$ cat src/rtl/test19_server1.sv
// -----------------------------------------------------------------------------
// test19_server1
// RPC server with three entry points (start, get_id, setget_pixel), each called
// over a four-phase req/ack handshake. The server owns a WIDTH x HEIGHT 8-bit
// frame buffer that the client reads and writes through setget_pixel. start
// clears the buffer to 8'h00, one address per clock.
//
// Optional feature macro: TEST19_CALL_COUNT_EN
//   defined   -> 16-bit count of completed handshakes; get_id returns
//                {SERVER_ID[15:0], count}
//   undefined -> get_id returns SERVER_ID
//
// Ports
//   clk                                 in   1   rising-edge clock
//   reset                               in   1   asynchronous, active-low reset
//   Test19_Server1_start_req            in   1   start call request
//   Test19_Server1_start_ack            out  1   start call acknowledge
//   Test19_Server1_get_id_req           in   1   get_id call request
//   Test19_Server1_get_id_ack           out  1   get_id call acknowledge
//   Test19_Server1_get_id_return        out  32  get_id result
//   Test19_Server1_setget_pixel_req     in   1   pixel call request
//   Test19_Server1_setget_pixel_ack     out  1   pixel call acknowledge
//   Test19_Server1_setget_pixel_x       in   32  column (unsigned)
//   Test19_Server1_setget_pixel_y       in   32  row (unsigned)
//   Test19_Server1_setget_pixel_readf   in   1   1 = read only, 0 = write wdata
//   Test19_Server1_setget_pixel_wdata   in   8   write data
//   Test19_Server1_setget_pixel_return  out  8   previous pixel value
// -----------------------------------------------------------------------------
module test19_server1 #(
    parameter int unsigned WIDTH     = 16,
    parameter int unsigned HEIGHT    = 16,
    parameter logic [31:0] SERVER_ID = 32'h0000_0013
) (
    input  logic        clk,
    input  logic        reset,
    input  logic        Test19_Server1_start_req,
    output logic        Test19_Server1_start_ack,
    input  logic        Test19_Server1_get_id_req,
    output logic        Test19_Server1_get_id_ack,
    output logic [31:0] Test19_Server1_get_id_return,
    input  logic        Test19_Server1_setget_pixel_req,
    output logic        Test19_Server1_setget_pixel_ack,
    input  logic [31:0] Test19_Server1_setget_pixel_x,
    input  logic [31:0] Test19_Server1_setget_pixel_y,
    input  logic        Test19_Server1_setget_pixel_readf,
    input  logic [7:0]  Test19_Server1_setget_pixel_wdata,
    output logic [7:0]  Test19_Server1_setget_pixel_return
);

    localparam int unsigned DEPTH  = WIDTH * HEIGHT;
    localparam int unsigned ADDR_W = (DEPTH > 1) ? $clog2(DEPTH) : 1;

    typedef enum logic [1:0] {
        ST_IDLE  = 2'd0,
        ST_PIX   = 2'd1,
        ST_CLEAR = 2'd2,
        ST_HOLD  = 2'd3
    } state_e;

    // Which entry point owns the current handshake.
    typedef enum logic [1:0] {
        CALL_START = 2'd0,
        CALL_PIX   = 2'd1,
        CALL_ID    = 2'd2
    } call_e;

    state_e              state_q, state_d;
    call_e               call_q, call_d;
    logic [ADDR_W-1:0]   clr_addr_q, clr_addr_d;
    logic                inr_q, inr_d;

    logic                start_ack_q, start_ack_d;
    logic                id_ack_q, id_ack_d;
    logic [31:0]         id_ret_q, id_ret_d;
    logic                pix_ack_q, pix_ack_d;
    logic [7:0]          pix_ret_q, pix_ret_d;

    // Frame buffer and its registered read port.
    logic [7:0]          mem [DEPTH];
    logic [7:0]          rd_q;
    logic                mem_we;
    logic [ADDR_W-1:0]   mem_waddr;
    logic [7:0]          mem_wdata;
    logic                mem_re;

    // Request decode and arbitration: start > setget_pixel > get_id.
    logic                start_sel, pix_sel, id_sel;
    logic                pix_in_range;
    logic [ADDR_W-1:0]   pix_addr;
    logic                clr_last;
    logic                active_req;
    logic                handshake_done;
    logic [31:0]         id_value;

    assign start_sel = Test19_Server1_start_req;
    assign pix_sel   = !Test19_Server1_start_req && Test19_Server1_setget_pixel_req;
    assign id_sel    = !Test19_Server1_start_req && !Test19_Server1_setget_pixel_req
                       && Test19_Server1_get_id_req;

    assign pix_in_range = (Test19_Server1_setget_pixel_x < WIDTH)
                       && (Test19_Server1_setget_pixel_y < HEIGHT);
    // Only meaningful when in range; the truncated value is harmless otherwise
    // because out-of-range accesses never write and return 8'h00.
    assign pix_addr = ADDR_W'(Test19_Server1_setget_pixel_y * WIDTH
                              + Test19_Server1_setget_pixel_x);

    assign clr_last = (clr_addr_q == ADDR_W'(DEPTH - 1));

    always_comb begin
        active_req = 1'b0;
        unique case (call_q)
            CALL_START: active_req = Test19_Server1_start_req;
            CALL_PIX:   active_req = Test19_Server1_setget_pixel_req;
            CALL_ID:    active_req = Test19_Server1_get_id_req;
            default:    active_req = 1'b0;
        endcase
    end

    // The handshake completes on the edge that samples the owning req low.
    assign handshake_done = (state_q == ST_HOLD) && !active_req;

`ifdef TEST19_CALL_COUNT_EN
    logic [15:0] cnt_q;

    always_ff @(posedge clk or negedge reset) begin
        if (!reset) begin
            cnt_q <= '0;
        end else if (handshake_done) begin
            cnt_q <= cnt_q + 16'd1;   // wraps 16'hFFFF -> 0 naturally
        end
    end

    assign id_value = {SERVER_ID[15:0], cnt_q};
`else
    assign id_value = SERVER_ID;
`endif

    // -------------------------------------------------------------------------
    // State register (also holds the registered outputs).
    // -------------------------------------------------------------------------
    // NOTE: sequential state uses non-blocking assignments so every register
    // samples the pre-edge values regardless of statement order.
    always_ff @(posedge clk or negedge reset) begin
        if (!reset) begin
            state_q     <= ST_IDLE;
            call_q      <= CALL_START;
            clr_addr_q  <= '0;
            inr_q       <= 1'b0;
            start_ack_q <= 1'b0;
            id_ack_q    <= 1'b0;
            id_ret_q    <= '0;
            pix_ack_q   <= 1'b0;
            pix_ret_q   <= '0;
        end else begin
            state_q     <= state_d;
            call_q      <= call_d;
            clr_addr_q  <= clr_addr_d;
            inr_q       <= inr_d;
            start_ack_q <= start_ack_d;
            id_ack_q    <= id_ack_d;
            id_ret_q    <= id_ret_d;
            pix_ack_q   <= pix_ack_d;
            pix_ret_q   <= pix_ret_d;
        end
    end

    // -------------------------------------------------------------------------
    // Next-state logic.
    // -------------------------------------------------------------------------
    // NOTE: every combinational output gets a default first so no path leaves
    // it unassigned, which would otherwise infer a latch.
    always_comb begin
        state_d    = state_q;
        call_d     = call_q;
        clr_addr_d = clr_addr_q;
        inr_d      = inr_q;
        unique case (state_q)
            ST_IDLE: begin
                if (start_sel) begin
                    state_d    = ST_CLEAR;
                    call_d     = CALL_START;
                    clr_addr_d = '0;
                end else if (pix_sel) begin
                    state_d = ST_PIX;
                    call_d  = CALL_PIX;
                    inr_d   = pix_in_range;
                end else if (id_sel) begin
                    state_d = ST_HOLD;
                    call_d  = CALL_ID;
                end
            end
            ST_PIX: begin
                state_d = ST_HOLD;
            end
            ST_CLEAR: begin
                clr_addr_d = clr_addr_q + ADDR_W'(1);
                if (clr_last) begin
                    state_d = ST_HOLD;
                end
            end
            ST_HOLD: begin
                if (!active_req) begin
                    state_d = ST_IDLE;
                end
            end
            default: state_d = ST_IDLE;
        endcase
    end

    // -------------------------------------------------------------------------
    // Output logic: next values of the registered acks/returns plus the
    // frame-buffer port controls.
    // -------------------------------------------------------------------------
    always_comb begin
        start_ack_d = start_ack_q;
        id_ack_d    = id_ack_q;
        id_ret_d    = id_ret_q;
        pix_ack_d   = pix_ack_q;
        pix_ret_d   = pix_ret_q;
        mem_we      = 1'b0;
        mem_waddr   = pix_addr;
        mem_wdata   = Test19_Server1_setget_pixel_wdata;
        mem_re      = 1'b0;
        unique case (state_q)
            ST_IDLE: begin
                if (pix_sel) begin
                    // Read and write share the edge; the read sees the old value.
                    mem_re = 1'b1;
                    mem_we = !Test19_Server1_setget_pixel_readf && pix_in_range;
                end else if (id_sel) begin
                    id_ack_d = 1'b1;
                    id_ret_d = id_value;
                end
            end
            ST_PIX: begin
                pix_ack_d = 1'b1;
                pix_ret_d = inr_q ? rd_q : 8'h00;
            end
            ST_CLEAR: begin
                mem_we    = 1'b1;
                mem_waddr = clr_addr_q;
                mem_wdata = 8'h00;
                if (clr_last) begin
                    start_ack_d = 1'b1;
                end
            end
            ST_HOLD: begin
                if (!active_req) begin
                    start_ack_d = 1'b0;
                    id_ack_d    = 1'b0;
                    pix_ack_d   = 1'b0;
                end
            end
            default: ;
        endcase
    end

    // NOTE: the frame buffer has no reset; its contents survive reset and it
    // maps onto plain RAM.
    always_ff @(posedge clk) begin
        if (mem_we) begin
            mem[mem_waddr] <= mem_wdata;
        end
        if (mem_re) begin
            rd_q <= mem[pix_addr];
        end
    end

    assign Test19_Server1_start_ack           = start_ack_q;
    assign Test19_Server1_get_id_ack          = id_ack_q;
    assign Test19_Server1_get_id_return       = id_ret_q;
    assign Test19_Server1_setget_pixel_ack    = pix_ack_q;
    assign Test19_Server1_setget_pixel_return = pix_ret_q;

endmodule

$ cat config.mk
export PLATFORM = sky130hd
export DESIGN_NAME = test19_server1
export DESIGN_NICKNAME = d
export VERILOG_FILES = /design/src/rtl/test19_server1.sv
export SDC_FILE = /design/constraint.sdc
export NUM_CORES = 2
export LEC_CHECK = 0
export ABC_CLOCK_PERIOD_IN_PS = 12200
export BUFFER_PORTS_ARGS = -buffer_cell sky130_fd_sc_hd__buf_4
export CAP_MARGIN = 20
export CORE_UTILIZATION = 45
export CTS_BUF_LIST = sky130_fd_sc_hd__clkbuf_16
export DETAILED_ROUTE_END_ITERATION = 12
export PLACE_DENSITY = 0.65
export RECOVER_POWER = 100
export SETUP_SLACK_MARGIN = 0.02
export SLEW_MARGIN = 20
export SYNTH_ARGS = -nofsm -noshare
export SYNTH_HDL_FRONTEND = slang
export SYNTH_SLANG_ARGS = --single-unit
$ cat constraint.sdc
create_clock -name clk -period 12.2 [get_ports clk]
set_input_delay 3.05 -clock clk [delete_from_list [all_inputs] [get_ports clk]]
set_output_delay 3.05 -clock clk [all_outputs]
set_load 0.02 [all_outputs]
==> metrics.md <==
| Metric | Value |
|---|---|
| Status | `finished with violations` |
| Failing checks | `max-capacitance violations, max-slew violations` |
| IO buf count | `91` |
| GR Overflow Total | `0` |
| Pre-CTS setup slack | `a little over 4000 ps` |
| Die area | `181600 sq um` |
| P&R area growth vs syn | `11.82%` |
| First-pass iteration count of the detailed router | `8` |
| Total CTS buffers | `199` |
| Reg-to-reg startpoint | `state_q[0]` |
| WHS Endpoint | `Test19_Server1_setget_pixel_return[4]` |
| Largest net degree at the start of global routing | `201` |
| Crit-path max FO | `approximately 50` |
| Slew headroom | `-204.0%` |
| Pwr per Cell Area | `around 160 nW/um^2` |
| Fill cells | `about 14000` |
| Sequential area share after synthesis | `between 70 and 80%` |
| Clock latency on the worst-skew pair | `840 ps` |
| Synth Register Bits | `~2100` |
| R2r endpoint | `mem[202][5]` |
| Post-synth EDFFs | `2056` |
| Synth cell types | `59` |
| CTS tree | `done` |
| CP Data Required Time | `12660 ps` |
| Reg area | `62360 sq um` |
| Initial core utilization | `45.32%` |
| IO Count | `121` |
| Wire per inst | `29.71 microns` |
| Net Switching | `slightly above 3 mW` |
| CP Class | `in2reg` |
| Die width | `426.1 microns` |
| Register clock-pin slew on the reported worst setup and hold paths | `about 60 ps` |
| Worst Path Buf+Inv | `2` |
| Critical-path cell list | `buf_8, clkbuf_1, nor2b_1, a22o_1, nand3_1, nor2_1` |
| Worst Hold Launch | `rd_q[4]` |
| Synth Flop Type | `edfxtp_1` |
| Setup TNS | `0 ps` |
| RSZ-0062 raised after global routing | `false` |
| Multi-input logic area | `roughly 17000 sq um` |
| DP Wirelength | `114.5 mm` |
| Vias | `39600` |
| Fin. max-slew vios | `approximately 1200` |
| Num Clock Sinks | `2081` |
| Chip Height | `426.1 microns` |
| CTS max path bufs | `3` |
| Final hold violations | `0` |
| FF-to-FF setup slack | `between 4000 and 5000 ps` |
| Clock skew | `27.73 ps` |
| Number of cells on the critical path | `6` |
| Clock root cell | `clkbuf_16` |
| Yosys Warn Count | `0` |
| Vias in the first global route | `39110` |
| Initial antenna violation count | `9` |
| Period utilization | `74.78%` |
| Placed cells | `6162` |
| Global-route wire length before repair | `approximately 280 mm` |
| H-Tree Level Count | `4` |
| Comb power frac | `4.2%` |
| GPL Wtd Cong | `0.8739` |
| Static leakage | `27.58 nW` |
| Slew @ Worst Pin | `4560 ps` |
| Reg2reg path depth | `9` |
| Row count | `~160` |
| Setup-failing EPs final | `0` |
| Post-Route WL | `roughly 190 mm` |
| Max_cap viols | `27` |
| Max Clk Rate | `109.6 MHz` |
| Final Util | `50.68%` |
| All-Layer GR Usage | `21.44%` |
| Critical Path AT | `9590 ps` |
| Slowest cell on the critical path | `clkbuf_1` |
| Total core area | `around 180000 sq um` |
| Final net count | `4096` |
| Routed Antenna Nets | `0` |
| Share of cells above drive strength 1 | `21.96%` |
| Switching share of power | `20.70%` |
| Post-CTS sizing | `0` |
| Vias per inst | `slightly above 6` |
| CP Launch Type | `primary input` |
| CP peak stage delay | `2060 ps` |
| DR DRC count | `0` |
| Crit path time final | `9124 ps` |
| Syn Std Cell Area | `80950 sq um` |
| Crit path max-delay family | `simple AND/OR/NAND/NOR gates` |
| CP endpoint kind | `flop` |
| Syn avg cell area | `20.83 sq um` |
| Int Power | `11.64 mW` |
| Post-CTS Hold Fix Bufs | `0` |
| Worst hold path type | `reg2reg` |
| Postcts setup bufs | `0` |
| Final worst slack | `roughly 3100 ps` |
| Mapped Cells | `roughly 3900` |
| Clock Power Share | `43.2%` |
| VDD IR-drop max | `around 0.16 mV` |
| Final cell count without fillers | `roughly 6500` |
| Sequential power share | `52.7%` |
| Drt first-iter violations | `5194` |
| Ys async rst share | `1.201%` |
| Hold path depth | `2` |
synth_stat cells, types with 3 or more instances:
cell | instances | area (sq um)
a221oi_1 | 33 | 289.0
a21oi_1 | 57 | 285.3
mux2_2 | 8 | 90.09
dfrtp_1 | 25 | 625.6
nor3_1 | 23 | 115.1
mux2i_1 | 107 | 1071
buf_6 | 14 | 157.7
xnor2_1 | 6 | 52.55
nand2b_1 | 9 | 56.30
nor2_1 | 275 | 1032
buf_1 | 17 | 63.81
nand4_1 | 37 | 231.5
edfxtp_1 | 2056 | 61740
a22o_1 | 29 | 254.0
nand3b_1 | 6 | 45.04
and2_1 | 5 | 31.28
inv_1 | 20 | 75.07
o22ai_1 | 39 | 244.0
nor4_1 | 39 | 244.0
or2_2 | 3 | 18.77
buf_4 | 63 | 473.0
nand3_2 | 10 | 100.1
nand3_1 | 30 | 150.1
ha_1 | 8 | 100.1
buf_2 | 86 | 430.4
o21ai_1 | 9 | 45.04
nand2_1 | 56 | 210.2
o2111ai_1 | 7 | 61.31
mux4_2 | 457 | 10290
and3_1 | 3 | 18.77
nor2b_1 | 17 | 106.4
o221ai_1 | 8 | 70.07
a32o_1 | 4 | 40.04
a221oi_2 | 8 | 120.1
a22oi_1 | 175 | 1314
xor2_1 | 4 | 35.03
o21ai_0 | 20 | 100.1
clkbuf_1 | 88 | 330.3
kinds of logic after synthesis:
family,Yosys count,synth area share [%]
AO/OA/AOI/OAI,403,3.646
XOR/XNOR,10,0.1082
adder cells (fa/ha/maj),9,0.1484
buffers and inverters,290,1.901
flip-flops,2081,77.04
multiplexers,572,14.15
other,1,0.004632
AND/OR/NAND/NOR,521,3.006
tightest hold or removal path: cells and delay by family, from the launching register on:
| family | cells | cell delay (ps) |
|---|---|---|
| DFF | 1 | 320 |
| and+or+nand+nor | 1 | 60 |
| AOI/OAI and AO/OA | 1 | 70 |
power by group through the flow:
stage               sequential [mW]  combinational, mW  clock, mW
global placement               7.89              0.600          0
global route                   7.73              0.634       6.68
finish                         7.74              0.609       6.34
floorplan                      7.89              0.395          0
detailed placement             7.89              0.606          0
CTS                            7.73              0.608       6.43
worst max path at each step:
stage	start	to	slack, ps
floorplan	Test19_Server1_setget_pixel_wdata[0]	mem[0][0]	1560
global placement	Test19_Server1_start_req	mem[202][4]	4010
detailed placement	Test19_Server1_start_req	mem[160][1]	4090
CTS	Test19_Server1_start_req	mem[176][3]	5020
global route	Test19_Server1_setget_pixel_x[0]	mem[107][0]	2630
finish	Test19_Server1_setget_pixel_x[0]	mem[169][4]	3080
registers in the layout (all words and copies together) (netlist names):
register and cells:
Test19_Server1_get_id_return 1, call_q 2, mem 2048, state_q 2
Test19_Server1_setget_pixel_ack 1, Test19_Server1_start_ack 1, rd_q 8, Test19_Server1_setget_pixel_return 8
inr_q 1, Test19_Server1_get_id_ack 1, clr_addr_q 8
per-stage QoR:
| step | power [mW] | hold slack (ps) | cell area [sq um] |
|---|---|---|---|
| floorplan | 8.282 | 454.6 | 81060 |
| global placement | 8.488 | 481.6 | 84040 |
| detailed placement | 8.494 | 488.1 | 84080 |
| CTS | 14.78 | 502.4 | 90820 |
| global route | 15.05 | 546.2 | 90520 |
| finish | 14.68 | 496.4 | 90520 |
layout by cell type, fill, tap and decap left out, types with 36 or more instances in the layout:
master and count:
o22ai_1 39, mux2i_1 107, nand3_1 40, nand2_1 56
inv_1 57, clkbuf_1 38, nor4_1 36, edfxtp_1 2056
mux4_2 457, clkinv_1 38, clkbuf_16 201, buf_4 104
a22oi_1 175, a21oi_1 57, nand4_1 37, nor2_1 274
cell type report:
cell class / count / share of cell area (%)
multi-input cells: 1544 / 18.97
clock inverters: 167 / 1.892
clock buffers: 201 / 5.557
diodes: 2 / 0.005529
well taps: 2355 / 3.255
inverters: 21 / 0.08708
repair buffers: 162 / 1.332
flip-flops and latches: 2081 / 68.90
per-layer routing:
layer,share of wire [%],GRT usage [%],up-vias
met4,3.2,7.569,6
met5,0.022,0,-
li1,-,-,16470
met2,47,32.28,1997
met3,9.1,4.365,331
met1,41,31.19,20800
Note: power is estimated with default switching activity, not from simulation.
